<file path="src/rtl/msk_share_decoder_if.sv">
// ---------------------------------------------------------------------------
// msk_share_decoder_if
//
// Purpose:
//   Handshake bundle for the masked-share decoder. It carries a d-share
//   masked input word in and the recombined plain word out. Each direction
//   has its own valid/ready pair.
//
// Parameters:
//   d      number of shares per masked bit
//   count  number of masked bits per word
//
// Signals:
//   in_data   [count*d] masked word, bit i*d+j = share j of bit i
//   in_valid  in_data valid
//   in_ready  decoder can accept a word
//   out_data  [count]   recombined plain word
//   out_valid out_data valid
//   out_ready downstream accepts out_data
//
// Modports:
//   master  upstream/downstream side (drives in_*, out_ready)
//   slave   decoder side
// ---------------------------------------------------------------------------
interface msk_share_decoder_if #(
    parameter int d     = 2,
    parameter int count = 1
);
    logic [count*d-1:0] in_data;
    logic               in_valid;
    logic               in_ready;
    logic [count-1:0]   out_data;
    logic               out_valid;
    logic               out_ready;

    modport master (
        output in_data,
        output in_valid,
        input  in_ready,
        input  out_data,
        input  out_valid,
        output out_ready
    );

    modport slave (
        input  in_data,
        input  in_valid,
        output in_ready,
        output out_data,
        output out_valid,
        input  out_ready
    );
endinterface

</file>
<file path="src/rtl/msk_share_decoder.sv">
// ---------------------------------------------------------------------------
// msk_share_decoder
//
// Purpose:
//   Sequential unmasking unit. It accepts one d-share Boolean-masked word and
//   recombines the shares of each bit into its plain value, which is the XOR
//   of all shares. Shares are folded one per cycle through a registered
//   accumulator. No combinational XOR tree therefore spans all shares of a
//   bit.
//
//   Share 0 is used as-is. Any inversion convention, such as masked NOT, is
//   already carried inside the shares.
//
// Parameters:
//   d      number of shares (>= 1)
//   count  number of masked bits per word
//
// Ports:
//   clk  rising-edge clock
//   rst  synchronous, active-high reset (priority over all handshakes)
//   bus  msk_share_decoder_if.slave: in_data/in_valid/in_ready,
//        out_data/out_valid/out_ready
//
// Optional feature (macro MSK_SHARE_DECODER_ZEROIZE_EN):
//   defined   - each buffer slot is cleared the cycle after its share is
//               folded; the buffer and accumulator are cleared on the output
//               handshake; out_data reads 0 whenever out_valid is 0.
//   undefined - the buffers keep their contents until the next capture, and
//               out_data holds the last delivered word.
// ---------------------------------------------------------------------------
module msk_share_decoder #(
    parameter int d     = 2,
    parameter int count = 1
) (
    input  logic                 clk,
    input  logic                 rst,
    msk_share_decoder_if.slave   bus
);

    typedef enum logic [1:0] {
        IDLE = 2'd0,
        ACC  = 2'd1,
        OUT  = 2'd2
    } state_t;

    localparam int                CNT_W     = (d > 1) ? $clog2(d) : 1;
    // The first share folded in ACC is share 1. For d=1, ACC is never
    // entered, so the counter stays at 0.
    localparam logic [CNT_W-1:0]  CNT_FIRST = (d > 1) ? CNT_W'(1) : '0;
    localparam logic [CNT_W-1:0]  CNT_LAST  = CNT_W'(d - 1);

    state_t                      r_state;
    state_t                      w_state_nxt;
    logic [count-1:0][d-1:0]     r_buf;        // [bit][share], same layout as in_data
    logic [count-1:0]            r_acc;
    logic [CNT_W-1:0]            r_cnt;

    logic                        w_in_ready;
    logic                        w_out_valid;
    logic                        w_in_fire;
    logic                        w_out_fire;
    logic                        w_fold;
    logic [count-1:0]            w_share0;     // share 0 of every bit, from in_data
    logic [count-1:0]            w_share_cnt;  // share r_cnt of every bit, from r_buf

    // -----------------------------------------------------------------------
    // Control FSM
    // -----------------------------------------------------------------------
    always_ff @(posedge clk) begin
        if (rst) begin
            r_state <= IDLE;
        end else begin
            r_state <= w_state_nxt;
        end
    end

    // NOTE: every output of this block gets a default first, so no path can
    // leave a signal unassigned and infer a latch.
    always_comb begin
        w_state_nxt = r_state;
        w_in_ready  = 1'b0;
        w_out_valid = 1'b0;
        case (r_state)
            IDLE: begin
                w_in_ready = 1'b1;
                if (bus.in_valid) begin
                    w_state_nxt = (d > 1) ? ACC : OUT;
                end
            end
            ACC: begin
                if (r_cnt == CNT_LAST) begin
                    w_state_nxt = OUT;
                end
            end
            OUT: begin
                w_out_valid = 1'b1;
                if (bus.out_ready) begin
                    w_state_nxt = IDLE;
                end
            end
            default: begin
                w_state_nxt = IDLE;
            end
        endcase
    end

    assign w_in_fire  = (r_state == IDLE) && bus.in_valid;
    assign w_out_fire = (r_state == OUT) && bus.out_ready;
    assign w_fold     = (r_state == ACC);

    assign bus.in_ready  = w_in_ready;
    assign bus.out_valid = w_out_valid;

    // -----------------------------------------------------------------------
    // Share selection
    // -----------------------------------------------------------------------
    always_comb begin
        w_share0    = '0;
        w_share_cnt = '0;
        for (int i = 0; i < count; i++) begin
            w_share0[i]    = bus.in_data[i*d];
            w_share_cnt[i] = r_buf[i][r_cnt];
        end
    end

`ifdef MSK_SHARE_DECODER_ZEROIZE_EN
    // Share 0 is folded at capture time, so its slot is never written.
    logic [count-1:0][d-1:0] w_capture;

    always_comb begin
        w_capture = bus.in_data;
        for (int i = 0; i < count; i++) begin
            w_capture[i][0] = 1'b0;
        end
    end
`endif

    // -----------------------------------------------------------------------
    // Datapath: share buffer, accumulator, step counter
    // -----------------------------------------------------------------------
    // NOTE: state is updated with non-blocking assignments only. All
    // registers then see the pre-edge values of each other.
    always_ff @(posedge clk) begin
        if (rst) begin
            // NOTE: the share buffer is cleared on reset on purpose. Masked
            // data from an aborted word must not survive the reset.
            r_buf <= '0;
            r_acc <= '0;
            r_cnt <= '0;
        end else if (w_in_fire) begin
            r_acc <= w_share0;
            r_cnt <= CNT_FIRST;
`ifdef MSK_SHARE_DECODER_ZEROIZE_EN
            r_buf <= w_capture;
`else
            r_buf <= bus.in_data;
`endif
        end else if (w_fold) begin
            r_acc <= r_acc ^ w_share_cnt;
            // The counter stops at the last share instead of wrapping.
            if (r_cnt != CNT_LAST) begin
                r_cnt <= r_cnt + CNT_W'(1);
            end
`ifdef MSK_SHARE_DECODER_ZEROIZE_EN
            for (int i = 0; i < count; i++) begin
                r_buf[i][r_cnt] <= 1'b0;
            end
`endif
        end
`ifdef MSK_SHARE_DECODER_ZEROIZE_EN
        else if (w_out_fire) begin
            r_buf <= '0;
            r_acc <= '0;
        end
`endif
    end

    // -----------------------------------------------------------------------
    // Output data
    // -----------------------------------------------------------------------
`ifdef MSK_SHARE_DECODER_ZEROIZE_EN
    assign bus.out_data = (r_state == OUT) ? r_acc : '0;
`else
    // The accumulator holds partial sums while a new word is folded. A
    // separate copy therefore keeps the last delivered word visible outside
    // OUT.
    logic [count-1:0] r_hold;

    always_ff @(posedge clk) begin
        if (rst) begin
            r_hold <= '0;
        end else if (w_out_fire) begin
            r_hold <= r_acc;
        end
    end

    assign bus.out_data = (r_state == OUT) ? r_acc : r_hold;
`endif

endmodule
</file>
<file path="src/flat_wrapper.sv">
// flat-port wrapper written by rule: the top's interface ports become plain ports
module msk_share_decoder_flat 
#(
    parameter int d     = 2,
    parameter int count = 1
)
  (clk, rst, bus_in_data, bus_in_valid, bus_in_ready, bus_out_data, bus_out_valid, bus_out_ready);
  msk_share_decoder_if #(.d(d), .count(count)) bus_i ();
  input  logic clk;
  input  logic rst;
  input wire logic [$bits(bus_i.in_data)-1:0] bus_in_data;
  input wire logic [$bits(bus_i.in_valid)-1:0] bus_in_valid;
  output wire logic [$bits(bus_i.in_ready)-1:0] bus_in_ready;
  output wire logic [$bits(bus_i.out_data)-1:0] bus_out_data;
  output wire logic [$bits(bus_i.out_valid)-1:0] bus_out_valid;
  input wire logic [$bits(bus_i.out_ready)-1:0] bus_out_ready;
  assign bus_i.in_data = bus_in_data;
  assign bus_i.in_valid = bus_in_valid;
  assign bus_in_ready = bus_i.in_ready;
  assign bus_out_data = bus_i.out_data;
  assign bus_out_valid = bus_i.out_valid;
  assign bus_i.out_ready = bus_out_ready;
  msk_share_decoder #(.d(d), .count(count)) u_core (.clk(clk), .rst(rst), .bus(bus_i));
endmodule
</file>
<file path="config.mk">
export PLATFORM = sky130hd
export DESIGN_NAME = msk_share_decoder_flat
export DESIGN_NICKNAME = d
export VERILOG_FILES = /design/src/rtl/msk_share_decoder_if.sv /design/src/rtl/msk_share_decoder.sv /design/src/flat_wrapper.sv
export SDC_FILE = /design/constraint.sdc
export NUM_CORES = 1
export LEC_CHECK = 0
export BUFFER_PORTS_ARGS = -buffer_cell sky130_fd_sc_hd__buf_2
export CAP_MARGIN = 20
export CORE_AREA = 2 2 39 41
export CTS_CLUSTER_SIZE = 10
export DETAILED_ROUTE_END_ITERATION = 10
export DIE_AREA = 0 0 41 43
export GPL_TIMING_DRIVEN = 0
export PLACE_DENSITY = 0.43
export REMOVE_ABC_BUFFERS = 1
export SLEW_MARGIN = 10
export SYNTH_ARGS = -nofsm -noshare
export SYNTH_HDL_FRONTEND = slang
export SYNTH_SLANG_ARGS = --single-unit
</file>
<file path="constraint.sdc">
create_clock -name clk -period 1.2 [get_ports clk]
set_input_delay 0.24 -clock clk [delete_from_list [all_inputs] [get_ports clk]]
set_output_delay 0.24 -clock clk [all_outputs]
set_load 0.05 [all_outputs]
</file>
==> results of run 1 <==
==> where the power goes <==
part	switching (mW)	internal (mW)
clock	0.0766	0.126
sequential	0.0133	0.248
combinational	0.0660	0.0757
total	0.156	0.450
==> stage by stage <==
step | setup TNS, ps | hold WS, ps | instance area [um2]
detailed placement | -270 | 488 | 382
floorplan | -836 | 309 | 322
global placement | -263 | 479 | 382
finish | -364 | 235 | 526
CTS | -332 | 226 | 507
global route | -577 | 252 | 526
==> repair_timing <==
item | 4_1_cts | 5_1_grt
resized for setup | 19 | 1
hold buffers | 0 | 0
setup endpoints to repair | 4 | 6
gates cloned | 0 | 0
buffers inserted | 5 | 2
==> critical path: cells and delay by family, from the launching register on <==
family	cells	cell delay, ps
DFF	1	340
muxes	1	310
and+or+nand+nor	1	150
buffers and inverters	1	150
==> cells in the final DEF, fill, tap and decap left out, types with 3 or more instances in the layout <==
cell	instances
sky130_fd_sc_hd__dfxtp_1	4
sky130_fd_sc_hd__a21oi_1	3
sky130_fd_sc_hd__buf_4	5
sky130_fd_sc_hd__inv_1	3
sky130_fd_sc_hd__clkbuf_4	3
sky130_fd_sc_hd__mux2i_1	3
sky130_fd_sc_hd__buf_6	3
sky130_fd_sc_hd__buf_2	5
sky130_fd_sc_hd__nor2_1	3
==> final cells by class <==
type	count	area, um2	area share, %
multi-input combinational	23	193	36.7
sequential	7	149	28.3
timing repair buffer	15	126	24.0
clock buffer	4	26.3	5.00
tap	16	20.0	3.81
inverter	3	11.3	2.14
==> cell families after synthesis <==
kind of cell	Yosys count	share of synthesized area, %
multiplexers	5	17.5
AO/OA/AOI/OAI	7	15.2
buffers and inverters	3	3.50
AND/OR/NAND/NOR	11	20.2
flip-flops	7	43.6
==> layer usage <==
layer  vias up  track usage, %  part of all wire (%)
li1        158               -                     -
met1       132            11.7                    43
met2         7            16.3                    49
met3         0            3.66                   7.5
met4         0            8.00                     0
met5         -               0                     0
==> flip-flops by register name (all words and copies together), names as in the netlist <==
| register | count |
|---|---|
| u_core.r_hold | 1 |
| u_core.r_buf | 2 |
| u_core.r_acc | 1 |
| u_core.r_cnt | 1 |
| u_core.r_state | 2 |
==> synth_stat cells <==
library cell | instances | area share [%]
sky130_fd_sc_hd__mux2_1 | 1 | 3.5
sky130_fd_sc_hd__o21bai_1 | 1 | 2.3
sky130_fd_sc_hd__nor3b_2 | 1 | 3.9
sky130_fd_sc_hd__a211o_1 | 1 | 2.7
sky130_fd_sc_hd__a22oi_1 | 1 | 2.3
sky130_fd_sc_hd__mux2i_1 | 3 | 9.3
sky130_fd_sc_hd__nor2b_2 | 1 | 2.7
sky130_fd_sc_hd__a21bo_1 | 1 | 3.1
sky130_fd_sc_hd__nor3_1 | 1 | 1.6
sky130_fd_sc_hd__dfxtp_1 | 7 | 44
sky130_fd_sc_hd__inv_1 | 3 | 3.5
sky130_fd_sc_hd__mux2_4 | 1 | 4.7
sky130_fd_sc_hd__nand3_1 | 2 | 3.1
sky130_fd_sc_hd__and3_1 | 1 | 1.9
sky130_fd_sc_hd__and2b_1 | 1 | 2.3
sky130_fd_sc_hd__a21oi_1 | 3 | 4.7
sky130_fd_sc_hd__nor2_1 | 4 | 4.7
==> final timing paths <==
path | slack [ps] | startpoint | to | cells past startpoint
max reg2reg | 10 | u_core.r_cnt | u_core.r_acc | 3
max | -230 | u_core.r_state[1] | bus_out_data | 3
min reg2reg | 500 | u_core.r_buf[1] | u_core.r_buf[1] | 2
min | 240 | bus_in_data[1] | u_core.r_buf[1] | 3
==> Flow_metrics.wiki, run 1 <==
{| class="wikitable"
! Metric !! Value
|-
| Slew @ Worst Pin || 264 ps
|-
| Insertion delay of the later-clocked pin in the worst-skew pair || ~240 ps
|-
| Count of clock tree sinks || 7
|-
| Maximum vdd drop || 0.557 mV
|-
| Final-report max-slew violation count || 0
|-
| Cell at the root of the clock tree || sky130_fd_sc_hd__clkbuf_4
|-
| Share of layout cells above drive strength 1 || 50.0%
|-
| CTS clk-pin slew, worst paths || 50 ps
|-
| Initial antenna violation count || 0
|-
| Type of element capturing the critical path || primary output
|-
| Number of nets in the layout || 59
|-
| H-tree depth reported by CTS || 1
|-
| Yosys cell types || 17
|-
| Placed Cells || 57
|-
| Core Util, Final || 38.0%
|-
| Via count || 297
|-
| Final worst-path setup slack || -233 ps
|-
| Aggregate global routing overflow || 0
|-
| Largest net degree at the start of global routing || 8
|-
| Power density relative to cell area || between 1000 and 1500 nW/um2
|-
| Failing checks || setup timing
|-
| Relative area change from synthesis to final layout || 63.4%
|-
| Vias in the first global route || approximately 330
|-
| Syn Std Cell Area || approximately 320 um2
|-
| Overall die height || roughly 43 um
|-
| Routed vias/inst || 4.37
|-
| Critical path start-end classification || reg -> out
|-
| Count of yosys warnings during synthesis || 0
|-
| LEAKAGE || approximately 0.24 nW
|-
| Master of the slowest instance on the critical path || sky130_fd_sc_hd__dfxtp_4
|-
| Synthesized instance count || 33
|-
| Top fanout value on the critical path || 2
|-
| Setup skew after layout || 2.23 ps
|-
| Die Outline Area || between 1500 and 2000 um2
|-
| Clock buffers created by TritonCTS || 3
|-
| Core region area || 1380 um2
|-
| Setup WS pre-CTS || -243 ps
|-
| Detailed router's first-iteration violation count || 2
|-
| Total iterations of the first detailed-routing run || 2
|-
| # diodes || 0
|-
| Longest Clk Path Bufs || 2
|-
| Tmin final || 1430 ps
|-
| Total power after layout || just over 0.6 mW
|-
| Hold Path Class || in -> reg
|-
| Hold violation total from the final report || 0
|-
| Horiz. Die Dim || 41 um
|-
| Setup-failing EPs final || 3
|-
| Cell-by-cell trace of the critical path || nor2b_4, mux2_4, buf_8
|-
| Sort of element at the start of the critical path || flip-flop
|-
| Number of buffers inserted by port buffering || 8
|-
| Register bit count reported by yosys || 7
|-
| Register area share after synthesis || 43.6%
|-
| Weighted congestion at the end of routability-driven global placement || 0.652
|-
| ANT nets after route || 0
|-
| Worst slew margin || 82.4%
|-
| Fmax || 698 MHz
|-
| Clock tree from TritonCTS || yes
|-
| All-layer global routing usage || 10.8%
|-
| Number of standard cells in the layout, taps in and fillers out || 68
|-
| Total length of routed wires || 664 um
|-
| Maximum capacitance violations || 0
|-
| Delay of the slowest cell on the worst path || 340 ps
|-
| Share of the cycle needed by the critical path after routing || 119%
|-
| Initial Util || between 20% and 30%
|-
| RSZ-0062 raised after global routing || yes
|-
| Average size of a mapped cell || 9.74 um2
|-
| I/O Pins || 9
|-
| Filler Cells Inserted || 155
|-
| # rows || 14
|-
| Number of remaining DRC errors || 0
|-
| Global-route wire length before repair || approximately 1300 um
|-
| Crit path arrival time || about 1200 ps
|-
| Required time of the critical path || 960 ps
|-
| Routed WL per cell || 9.76 um
|-
| Status || finished with violations
|}
Power figures use the tool's default switching activity.
==> inputs of run 2 (changes only) <==
--- a/config.mk
+++ b/config.mk
@@ -5,7 +5,7 @@
 export SDC_FILE = /design/constraint.sdc
 export NUM_CORES = 1
 export LEC_CHECK = 0
-export BUFFER_PORTS_ARGS = -buffer_cell sky130_fd_sc_hd__buf_2
+export BUFFER_PORTS_ARGS = -buffer_cell sky130_fd_sc_hd__buf_4
 export CAP_MARGIN = 20
 export CORE_AREA = 2 2 39 41
 export CTS_CLUSTER_SIZE = 10
==> Flow_metrics.wiki, run 2 (same netlist as run 1, synthesis figures left out) <==
{| class="wikitable"
! Metric !! Value
|-
| # diodes || 0 (unchanged)
|-
| Leading cell type in the layout, fill and taps excluded || sky130_fd_sc_hd__buf_4
|-
| ANT nets after route || 0 (unchanged)
|-
| Master of the slowest instance on the critical path || sky130_fd_sc_hd__dfxtp_4
|-
| Sort of element at the start of the critical path || flip-flop
|-
| Longest Clk Path Bufs || 2 (unchanged)
|-
| Core region area || 1380 um2 (unchanged)
|-
| Horiz. Die Dim || 41 um (unchanged)
|-
| Number of nets in the layout || 56 (-5.1%)
|-
| Initial Util || 23.2% (unchanged)
|-
| Slew @ Worst Pin || 267 ps (+2.99 ps)
|-
| CTS clk-pin slew, worst paths || 50 ps (about the same)
|-
| Registers with the most flip-flops || u_core.r_buf (2), u_core.r_state (2)
|-
| Type of element capturing the critical path || primary output
|-
| All-layer global routing usage || 10.5% (-0.28 points)
|-
| Via count || 295 (-0.67%)
|-
| LEAKAGE || 0.232 nW (-4.3%)
|-
| Total length of routed wires || 690 um (+3.9%)
|-
| Clock buffers created by TritonCTS || 3 (unchanged)
|-
| Routed WL per cell || 10.6 um (+8.7%)
|-
| Failing checks || setup timing
|-
| Detailed router's first-iteration violation count || 0 (-2)
|-
| Register-to-Register Setup Slack || 10 ps (about the same)
|-
| Tmin final || 1430 ps (-2.13 ps)
|-
| Cell at the root of the clock tree || sky130_fd_sc_hd__clkbuf_4
|-
| H-tree depth reported by CTS || 1 (unchanged)
|-
| Number of standard cells in the layout, taps in and fillers out || 65 (-4.4%)
|-
| Vias in the first global route || 295 (-11%)
|-
| Final-report max-slew violation count || 0 (unchanged)
|-
| Core Util, Final || 37.3% (-0.72 points)
|-
| Fmax || 699 MHz (+0.15%)
|-
| Share of the cycle needed by the critical path after routing || 119% (-0.18 points)
|-
| Aggregate global routing overflow || 0 (unchanged)
|-
| Crit path arrival time || 1190 ps (about the same)
|-
| Total power after layout || 0.608 mW (+0.35%)
|-
| Setup-failing EPs final || 3 (unchanged)
|-
| Number of buffers inserted by hold repair at cts || 0 (unchanged)
|-
| Total placed instance area || 402 um2 (+5.2%)
|-
| Final worst-path setup slack || -231 ps (+2.13 ps)
|-
| Tightest hold margin || 210 ps (-25.9 ps)
|-
| Number of remaining DRC errors || 0 (unchanged)
|-
| Delay of the slowest cell on the worst path || 330 ps (about the same)
|-
| Overall die height || 43 um (unchanged)
|-
| Top fanout value on the critical path || 2 (unchanged)
|-
| Initial antenna violation count || 0 (unchanged)
|-
| Maximum capacitance violations || 0 (unchanged)
|-
| Maximum vdd drop || 0.433 mV (-22%)
|-
| Number of buffers inserted by port buffering || 8 (unchanged)
|-
| Placed Cells || 57 (unchanged)
|-
| Hold violation total from the final report || 0 (unchanged)
|-
| Critical path start-end classification || reg -> out
|-
| # rows || 14 (unchanged)
|-
| Total iterations of the first detailed-routing run || 1 (-1)
|-
| Relative area change from synthesis to final layout || 60.3%
|-
| Status || finished with violations
|-
| Hold Path Class || in -> reg
|-
| RSZ-0062 raised after global routing || yes
|-
| Global-route wire length before repair || 1180 um (-6.1%)
|-
| I/O Pins || 9 (unchanged)
|-
| Count of clock tree sinks || 7 (unchanged)
|-
| Final non-filler cell area || 515 um2 (-1.9%)
|-
| Share of layout cells above drive strength 1 || 46.9% (-3.1 points)
|-
| Cell-by-cell trace of the critical path || nor2b_4, mux2_4, buf_8
|-
| Largest net degree at the start of global routing || 8 (unchanged)
|-
| Commonest cells after routing, fill and taps aside || sky130_fd_sc_hd__buf_4 (8), sky130_fd_sc_hd__dfxtp_1 (4)
|-
| Die Outline Area || 1760 um2 (unchanged)
|-
| Power density relative to cell area || 1180 nW/um2 (+2.3%)
|-
| Clock tree from TritonCTS || yes
|-
| Worst slew margin || 82.2% (-0.20 points)
|-
| Required time of the critical path || 960 ps (about the same)
|-
| Insertion delay of the later-clocked pin in the worst-skew pair || 250 ps (about the same)
|-
| Weighted congestion at the end of routability-driven global placement || 0.720 (+10%)
|-
| Setup skew after layout || 5.81 ps (+3.57 ps)
|-
| Estimated wirelength of the detail-placed design || 505 um
|-
| Routed vias/inst || 4.54 (+3.9%)
|}
-- run 2: cell types whose count changed in the layout (fill, tap and decap cells not counted), sizes merged --
| cell | previous run | this run |
|---|---|---|
| buf | 15 | 12 |
-- run 2: worst paths after layout --
kind                                        start       endpoint  cells past startpoint
worst max-delay path            u_core.r_state[1]   bus_out_data                      3
worst min register to register       u_core.r_cnt   u_core.r_cnt                      2
worst max register to register  u_core.r_state[1]   u_core.r_acc                      4
worst min-delay path                          rst  u_core.r_hold                      2
-- run 2: area by class of cell --
type	count	area [um2]
repair buffers	12	116
inverters	3	11.3
flip-flops and latches	7	149
clock buffers	4	26.3
multi-input cells	23	193
well taps	16	20.0
fillers	153	868
-- run 2: per-layer routing --
metal | up-vias | routed length, um | global-route usage, %
met5 | - | 0 | 0
met4 | 0 | 8 | 8.00
met3 | 2 | 41 | 4.71
met2 | 7 | 380 | 14.7
met1 | 139 | 260 | 11.8
li1 | 147 | - | -
-- run 2: worst max-delay path, delay by kind of cell (launching register included) --
family        cells  cell delay (ps)
flops             1              330
mux               1              310
simple gates      1              150
buf+inv           1              150
-- run 2: repair_timing --
action                     in CTS  in global routing
resized for setup              16                  1
setup buffers                   4                  1
setup endpoints to repair       4                  4
-- run 2: per-stage QoR --
stage,setup TNS [ps],worst slack (ps)
after global routing,-463,-272
after CTS,-342,-245
after detailed placement,-293,-250
after floorplan,-836,-577
final,-297,-231
after global placement,-261,-231
-- run 2: where the power goes --
part           switching [mW]  internal [mW]
registers              0.0134          0.248
logic                  0.0652         0.0742
clock network          0.0808          0.127
total                   0.159          0.449
